[config.mk]
export PLATFORM = sky130hd
export DESIGN_NAME = ex_data_unpacker
export DESIGN_NICKNAME = d
export VERILOG_FILES = /design/src/rtl/ex_data_unpacker.sv
export SDC_FILE = /design/constraint.sdc
export NUM_CORES = 1
export LEC_CHECK = 0
export ABC_AREA = 1
export CELL_PAD_IN_SITES_DETAIL_PLACEMENT = 0
export CELL_PAD_IN_SITES_GLOBAL_PLACEMENT = 1
export CORE_ASPECT_RATIO = 0.5
export CORE_UTILIZATION = 36
export DETAILED_ROUTE_END_ITERATION = 16
export PLACE_DENSITY = 0.85
export SLEW_MARGIN = 20
export SYNTH_ARGS = -nofsm -noshare
export SYNTH_HDL_FRONTEND = slang
export SYNTH_SLANG_ARGS = --single-unit
[constraint.sdc]
create_clock -name clk -period 1.35 [get_ports clk]
set_input_delay 0.2025 -clock clk [delete_from_list [all_inputs] [get_ports clk]]
set_output_delay 0.2025 -clock clk [all_outputs]
set_load 0.05 [all_outputs]
[src/rtl/ex_data_unpacker.sv]
// Unpacks DATA_W-bit show-ahead FIFO words into PIX_W-bit pixels on a valid/ready
// stream, tagging start-of-frame and end-of-line from an active-window x/y counter.
module ex_data_unpacker #(
    parameter int DATA_W   = 32,
    parameter int PIX_W    = 16,
    parameter int H_ACTIVE = 1280,
    parameter int V_ACTIVE = 720,
    parameter int CNT_W    = 12
) (
    input  logic              clk,
    input  logic              rst_n,
    input  logic              frame_start,
    input  logic [DATA_W-1:0] fifo_rd_data,
    input  logic              fifo_rd_vld,
    output logic              fifo_rd_en,
    output logic [PIX_W-1:0]  pix_data,
    output logic              pix_valid,
    input  logic              pix_ready,
    output logic              pix_sof,
    output logic              pix_eol,
    output logic              frame_done,
    output logic              busy,
    output logic              start_err
);

    localparam int PPW         = DATA_W / PIX_W;
    localparam int TOTAL_WORDS = H_ACTIVE * V_ACTIVE / PPW;
    localparam int WC_W        = $clog2(TOTAL_WORDS + 1);
    localparam int SEL_W       = (PPW > 1) ? $clog2(PPW) : 1;

    localparam logic [WC_W-1:0]  WORDS_MAX = WC_W'(TOTAL_WORDS);
    localparam logic [SEL_W-1:0] SEL_LAST  = SEL_W'(PPW - 1);
    localparam logic [CNT_W-1:0] X_LAST    = CNT_W'(H_ACTIVE - 1);
    localparam logic [CNT_W-1:0] Y_LAST    = CNT_W'(V_ACTIVE - 1);

    typedef enum logic {
        ST_IDLE,
        ST_RUN
    } state_t;

    state_t            r_state;
    logic [DATA_W-1:0] r_hold;
    logic              r_hold_vld;
    logic [SEL_W-1:0]  r_sel;
    logic [CNT_W-1:0]  r_x;
    logic [CNT_W-1:0]  r_y;
    logic [WC_W-1:0]   r_words;
    logic              r_done;
    logic              r_start_err;

    logic              w_accept;
    logic              w_last_accept;
    logic              w_final;
    logic              w_rd_en;
    logic              w_pop;
    logic [PIX_W-1:0]  w_pix;

    // r_hold_vld is only ever set in RUN, so it alone qualifies the output stream.
    assign w_accept      = r_hold_vld & pix_ready;
    assign w_last_accept = w_accept & (r_sel == SEL_LAST);
    assign w_final       = w_accept & (r_x == X_LAST) & (r_y == Y_LAST);
    assign w_rd_en       = (r_state == ST_RUN) & (r_words < WORDS_MAX)
                         & (~r_hold_vld | w_last_accept);
    assign w_pop         = w_rd_en & fifo_rd_vld;

    always_comb begin
        w_pix = '0;
        for (int unsigned i = 0; i < PPW; i++) begin
            if (r_sel == SEL_W'(i)) begin
                w_pix = r_hold[i*PIX_W +: PIX_W];
            end
        end
    end

    always_ff @(posedge clk or negedge rst_n) begin
        if (!rst_n) begin
            r_state     <= ST_IDLE;
            r_hold      <= '0;
            r_hold_vld  <= 1'b0;
            r_sel       <= '0;
            r_x         <= '0;
            r_y         <= '0;
            r_words     <= '0;
            r_done      <= 1'b0;
            r_start_err <= 1'b0;
        end else begin
            r_done      <= 1'b0;
            r_start_err <= 1'b0;
            case (r_state)
                ST_IDLE: begin
                    if (frame_start) begin
                        r_state    <= ST_RUN;
                        r_hold_vld <= 1'b0;
                        r_sel      <= '0;
                        r_x        <= '0;
                        r_y        <= '0;
                        r_words    <= '0;
                    end
                end
                ST_RUN: begin
                    if (frame_start) begin
                        r_start_err <= 1'b1;
                    end
                    if (w_accept) begin
                        r_sel <= w_last_accept ? '0 : r_sel + 1'b1;
                        if (r_x == X_LAST) begin
                            r_x <= '0;
                            r_y <= (r_y == Y_LAST) ? '0 : r_y + 1'b1;
                        end else begin
                            r_x <= r_x + 1'b1;
                        end
                    end
                    // A pop on the last-accept edge refills the hold register, so
                    // valid stays high across the word boundary.
                    if (w_pop) begin
                        r_hold     <= fifo_rd_data;
                        r_hold_vld <= 1'b1;
                        r_sel      <= '0;
                        r_words    <= r_words + 1'b1;
                    end else if (w_last_accept) begin
                        r_hold_vld <= 1'b0;
                    end
                    if (w_final) begin
                        r_state <= ST_IDLE;
                        r_done  <= 1'b1;
                    end
                end
            endcase
        end
    end

    assign fifo_rd_en = w_rd_en;
    assign pix_data   = w_pix;
    assign pix_valid  = r_hold_vld;
    assign pix_sof    = r_hold_vld & (r_x == '0) & (r_y == '0);
    assign pix_eol    = r_hold_vld & (r_x == X_LAST);
    assign frame_done = r_done;
    assign busy       = (r_state == ST_RUN);
    assign start_err  = r_start_err;

endmodule

# Word-level counts from Yosys, hierarchy flattened
# Index checks and enable logic that the tools add are counted.
dict set report classes {
  addsub 4
  n_mul 0
  div_mod_pow 0
  order_cmp 1
  eq_ne 8
  shift 0
  muxes 26
  n_bitwise 13
  n_reduce_logical 8
}
# operator count
set op_table {}
lappend op_table {{12-bit two-way mux} 6}
lappend op_table {{12-bit case mux with 2 select lines} 2}
lappend op_table {{19-bit two-way mux} 2}
lappend op_table {{19-bit case mux with 2 select lines} 1}
lappend op_table {{12-bit by 1-bit adder with 12-bit output, second input constant} 2}
lappend op_table {{12-bit zero test} 2}
lappend op_table {{19-bit by 1-bit adder with 19-bit output, second input constant} 1}
lappend op_table {{19-bit less-than comparator, second input constant} 1}
lappend op_table {{16-bit two-way mux} 1}
lappend op_table {{12-bit by 10-bit == test with 1-bit output, second input constant} 1}
lappend op_table {{12-bit by 11-bit == test with 1-bit output, second input constant} 1}
lappend op_table {{1-bit two-way mux} 11}
lappend op_table {{1-bit bitwise AND} 10}
lappend op_table {{2-bit AND reduction} 5}
lappend op_table {{2-bit by 1-bit != test with 1-bit output, second input constant} 3}
lappend op_table {{3-bit by 1-bit != test with 1-bit output, second input constant} 2}
lappend op_table {{1-bit case mux with 2 select lines} 3}
lappend op_table {{3-bit AND reduction} 1}
lappend op_table {{2-bit != test, second input constant} 1}
lappend op_table {{1-bit inverter} 2}
lappend op_table {{1-bit adder, second input constant} 1}
lappend op_table {{1-bit OR} 1}
dict set report totals {
  register_bits 80
  latch_bits 0
  mem_bits_rw 0
  rom_bits 0
  in_bits 37
  out_inout_bits 23
  wordCells 69
  mem_count 0
}

# Longest topological paths before layout
# Gate-level depths: netlist (run 1).
dict set report logic_depth {
  ltp_word 7
  ltp_mapped 9
  depth_no_buf 9
}

# Least setup slack after synthesis (run 1)
# OpenSTA, ideal clock, no wires.
dict set report synth_path {
  kind {register to output}
  start {register r_hold_vld, in the netlist pix_valid}
  end {output pix_sof}
  arrival_time_ps 1684
  required_ps 1148
  path_slack_ps -537
  stages_incl_launch_ff 5
  path_buffers 0
  path_cell_list {dfrtp_1 > nand3_1 > nor4_1 > nand3_1 > nor2_1}
}
dict set report synth_between {
  elab_chain_cells 2
}
# element line_no
set synth_rtl {}
lappend synth_rtl {{start: declaration} 43} ;# logic r_hold_vld;
lappend synth_rtl {{start signal: assignment} 79} ;# r_hold_vld <= 1'b0;
lappend synth_rtl {{start signal: assignment} 93} ;# r_hold_vld <= 1'b0;
lappend synth_rtl {{start signal: assignment} 117} ;# r_hold_vld <= 1'b1;
lappend synth_rtl {{1-bit bitwise AND (2 in a row)} 135} ;# assign pix_sof = r_hold_vld & (r_x == '0) & (r_y == '0);
lappend synth_rtl {{end: declaration} 19} ;# output logic pix_sof,
# Every way passes these cells.

# Worst setup path in the final report (run 1)
dict set report layout_path {
  start {register r_x[0]}
  end {output pix_sof}
}
dict set report layout_between {
  elab_chain_cells 3
}
# element line_no
set layout_rtl {}
lappend layout_rtl {{start: declaration} 45} ;# logic [CNT_W-1:0] r_x;
lappend layout_rtl {{start signal: assignment} 110} ;# r_x <= r_x + 1'b1;
lappend layout_rtl {{12-bit zero test} 135}
lappend layout_rtl {{1-bit bitwise AND (2 in a row)} 135}
# Every way passes these cells.

==> out/qor.csv, run 1 <==
stage;metric;value;unit
outcome;failing checks;negative setup slack;
timing;final slew viol count;0;
detailed_routing;WL final;17200;um
setup_path;CP max stage delay;0.41;ns
global_route;largest net degree at the start of global routing;30;
power_and_ir_drop;Pint;0.00919;W
layout;share of cells above drive strength 1;51.8;%
synth;synthesized area;0.00444;mm2
layout;fin nets;830;
synth;Synth Area in XOR/XNOR;1.97;%
detailed_routing;DR WL/cell;17.9;um
detailed_routing;ANT nets after route;0;
setup_path;critical-path maximum fanout;2;
power_and_ir_drop;sw frac;44.0;%
synth;synthesized area per cell;7.43;um2
clock_tree;H-tree Lvls;3;
layout;leading cell types in the layout, fill and taps excluded;nand2_1, buf_4, dfrtp_1;
floorplan;Die W;159;um
global_route;GRT Overall Usage;25.8;%
detailed_routing;drt first-iter violations;371;
setup_path;kind of critical path;reg -> out;
synth;cell taking the most area after synthesis;dfrtp_1;
timing;final worst-path cycle share;139;%
setup_path;Worst setup EP type;output port;
timing;minimum clock period;1.87;ns
global_route;vias in the first global route;4968;
setup_path;Slowest-stage cell, CP;dfrtp_1;
placed_design;routability cong.;0.873;
detailed_routing;Vias/cell;5.18;
power_and_ir_drop;Seq pwr share;25.0;%
global_route;total grt overflow;0;
clock_tree;clock-pin slew on the worst setup and hold paths;0.07;ns
timing;Max Clk Rate;535;MHz
power_and_ir_drop;power share of the combinational group;60.6;%
clock_tree;CTS root buf;clkbuf_16;
placed_design;DP Worst Slack;-0.301;ns
worst_hold_path;worst hold path type;in -> async;
clock_tree;Worst-Skew Late Latency;0.35;ns
setup_path;CP Cell Sequence;inv_2 > ha_4 > nand2_2 > nor4_2 > nand3_1 > nor2_4 > buf_12;
layout;Synth-to-Final Area Change;86.9;%
floorplan;Top Ports;60;
setup_path;crit start category;flip-flop;
power_and_ir_drop;Clock power frac;14.5;%
power_and_ir_drop;switching pwr;0.00722;W
clock_tree;CTS tree;done;
placed_design;Port Buf Inserts;59;
synth;Synth warnings;0;
power_and_ir_drop;Max VDD drop;0.00132;V
synth;sequential-to-total area share from yosys stat;45.1;%
detailed_routing;drt pass-1 iters;5;
synth;largest family of logic cells by synthesized area;simple AND/OR/NAND/NOR gates;
synth;top post-synthesis cells by area;dfrtp_1, nand2_1, inv_1, nor2_1, nand3_1;
global_route;initial antenna violation count;0;
power_and_ir_drop;Pwr Density;1980;mW/mm2
timing;Slew HR;74.3;%
detailed_routing;DR DRC count;0;
floorplan;die area;0.0128;mm2
layout;fin area;0.00829;mm2
placed_design;Post-DP HPWL;8300;um
placed_design;placed insts;886;
global_route;first-pass GRT wire length;25300;um
setup_path;Worst EP arrival;1.67;ns
timing;Setup Skew;0.0127;ns
synth;Simple-Gate Fraction of Synth Area;32.7;%
setup_path;Buf+Inv Stages, Crit Path;2;
run;max capacitance violation total;0;
synth;post-synthesis mux area share;0;%
timing;worst path setup slack after routing;-0.520;ns
synth;flops & latches, synth;80;
floorplan;Starting Density;37.3;%
synth;Post-synth EDFFs;0;
synth;Synth cell types;33;
placed_design;Area after DPL;0.00608;mm2
floorplan;CORE AREA;0.0119;mm2
clock_tree;Max Root-Sink Buffers;2;
timing;Tightest Pin Transition;0.382;ns
synth;Synth Flop Type;dfrtp_1;
clock_tree;TritonCTS Buffers;9;
setup_path;Critical Path RT;1.15;ns
synth;Synth Instances;597;
detailed_routing;routed vias;4964;
layout;commonest non-fill, non-tap cell in the layout;nand2_1;
layout;Final Instance Count excl. Fillers;958;
clock_tree;Sink Count;80;
synth;Synth Area in Adders;1.41;%
synth;Async S/R FF share, synth;100;%
timing;RSZ-0062 raised after global routing;yes;
synth;Synthesized Nets;639;
floorplan;Die Span Y;80.5;um
setup_path;Crit path max-delay family;simple AND/OR/NAND/NOR gates;
outcome;status;finished with violations;
floorplan;Core Rows;28;
timing;Hold Vio Cnt, Final;0;
layout;antenna cells;0;
synth;post-synthesis compound-gate area fraction;9.73;%
timing;final setup vio count;98;
synth;post-synth top area share;45.1;%
power_and_ir_drop;Leak;3.99;nW
## metal layers
| metal | up-vias | global-route usage [%] | part of all wire (%) |
|---|---|---|---|
| li1 | 2283 | - | - |
| met1 | 2433 | 30.0 | 41 |
| met2 | 192 | 47.2 | 51 |
| met3 | 56 | 4.75 | 5.4 |
| met4 | 0 | 11.3 | 2.7 |
| met5 | - | 0 | 0 |
## registers in the layout, indices dropped and copies added, names as in the netlist
register,flops
frame_done,1
r_x,12
r_hold,32
r_y,12
r_sel,1
busy,1
start_err,1
r_words,19
pix_valid,1
## per-stage QoR
stage	TNS, ns	util [%]	hold WS (ns)	power, W
final	-31.95	69.6	0.313	0.0164
after global routing	-36.24	69.6	0.344	0.0170
after CTS	-23.20	66.3	0.313	0.0153
after detailed placement	-17.34	51.1	0.144	0.00953
after global placement	-15.72	51.1	0.136	0.00942
after floorplan	-3.17	-	-0.0931	0.00685
## final timing paths
path	start	to	slack [ns]	cells after the start
setup / recovery	r_x[0]	pix_sof	-0.52	7
hold / removal	rst_n	r_hold[12]	0.31	2
setup reg to reg	r_words[13]	r_words[13]	-0.51	11
hold reg to reg	r_words[18]	r_words[18]	0.53	2
max in group asynchronous	rst_n	r_y[9]	0.45	3
min in group clk	fifo_rd_data[28]	r_hold[28]	0.40	3
## layout make-up
cell class / instances / area [um2]
Multi-Input combinational cell: 427 / 3120
Fill cell: 774 / 3620
Clock buffer: 9 / 225
Timing Repair inverter: 3 / 36.3
Tap cell: 165 / 206
Inverter: 72 / 298
Clock inverter: 7 / 55.1
Timing Repair Buffer: 195 / 2340
Sequential cell: 80 / 2010
## cell usage after synthesis, types with 3 or more instances
library cell  instances
or2_2                 4
ha_1                  5
inv_2                 5
inv_1                67
xor2_1                9
o21ai_2              14
buf_2                 5
buf_6                 7
nor3_1                9
dfrtp_1              80
o21ai_1              34
nand2_1             208
nand3_1              36
o21ai_0              13
clkbuf_1              4
nor2_4                3
o21bai_1              3
nor4_1                4
a21oi_1               6
nand4_1              11
nor2_1               51
nand2_2               4
## what timing repair did
action / 4_1_cts / 5_1_grt
hold endpoints to repair: 23 / 0
buffers inserted: 42 / 26
pin swaps: 42 / 37
resized for setup: 236 / 129
cloned: 16 / 1
setup endpoints to repair: 95 / 99
hold buffers: 1 / 0
## cells by family after synthesis
group                    count (synthesis)
AND/OR/NAND/NOR                        339
adder cells (fa/ha/maj)                  5
flip-flops                              80
AO/OA/AOI/OAI                           73
buffers and inverters                   90
XOR/XNOR                                10
## worst register-to-register path: stages, from the launching register on
cell and delay, ns:
dfrtp_1 0.41, nor2_2 0.16, nand3_2 0.13, nand2_2 0.12
buf_6 0.11, nand3_4 0.15, buf_12 0.19, nand2_8 0.09
buf_12 0.16, inv_8 0.06, nand2_2 0.08, o21ai_2 0.08
## power by group through the flow
stage	registers [W]	clock network (W)	logic [W]
after detailed placement	0.00360	0	0.00593
after CTS	0.00384	0.00239	0.00903
after global routing	0.00415	0.00251	0.0104
final	0.00410	0.00237	0.00994
after floorplan	0.00355	0	0.00329
after global placement	0.00357	0	0.00586
Note: power is estimated with default switching activity, not from simulation.
==> inputs of run 2 (changes only) <==
--- a/config.mk
+++ b/config.mk
@@ -11,6 +11,7 @@
 export CORE_ASPECT_RATIO = 0.5
 export CORE_UTILIZATION = 36
 export DETAILED_ROUTE_END_ITERATION = 16
+export HOLD_SLACK_MARGIN = 0.08
 export PLACE_DENSITY = 0.85
 export SLEW_MARGIN = 20
 export SYNTH_ARGS = -nofsm -noshare
==> results of run 2 <==
No change in the layout: final DEF, timing and power equal those of run 1.
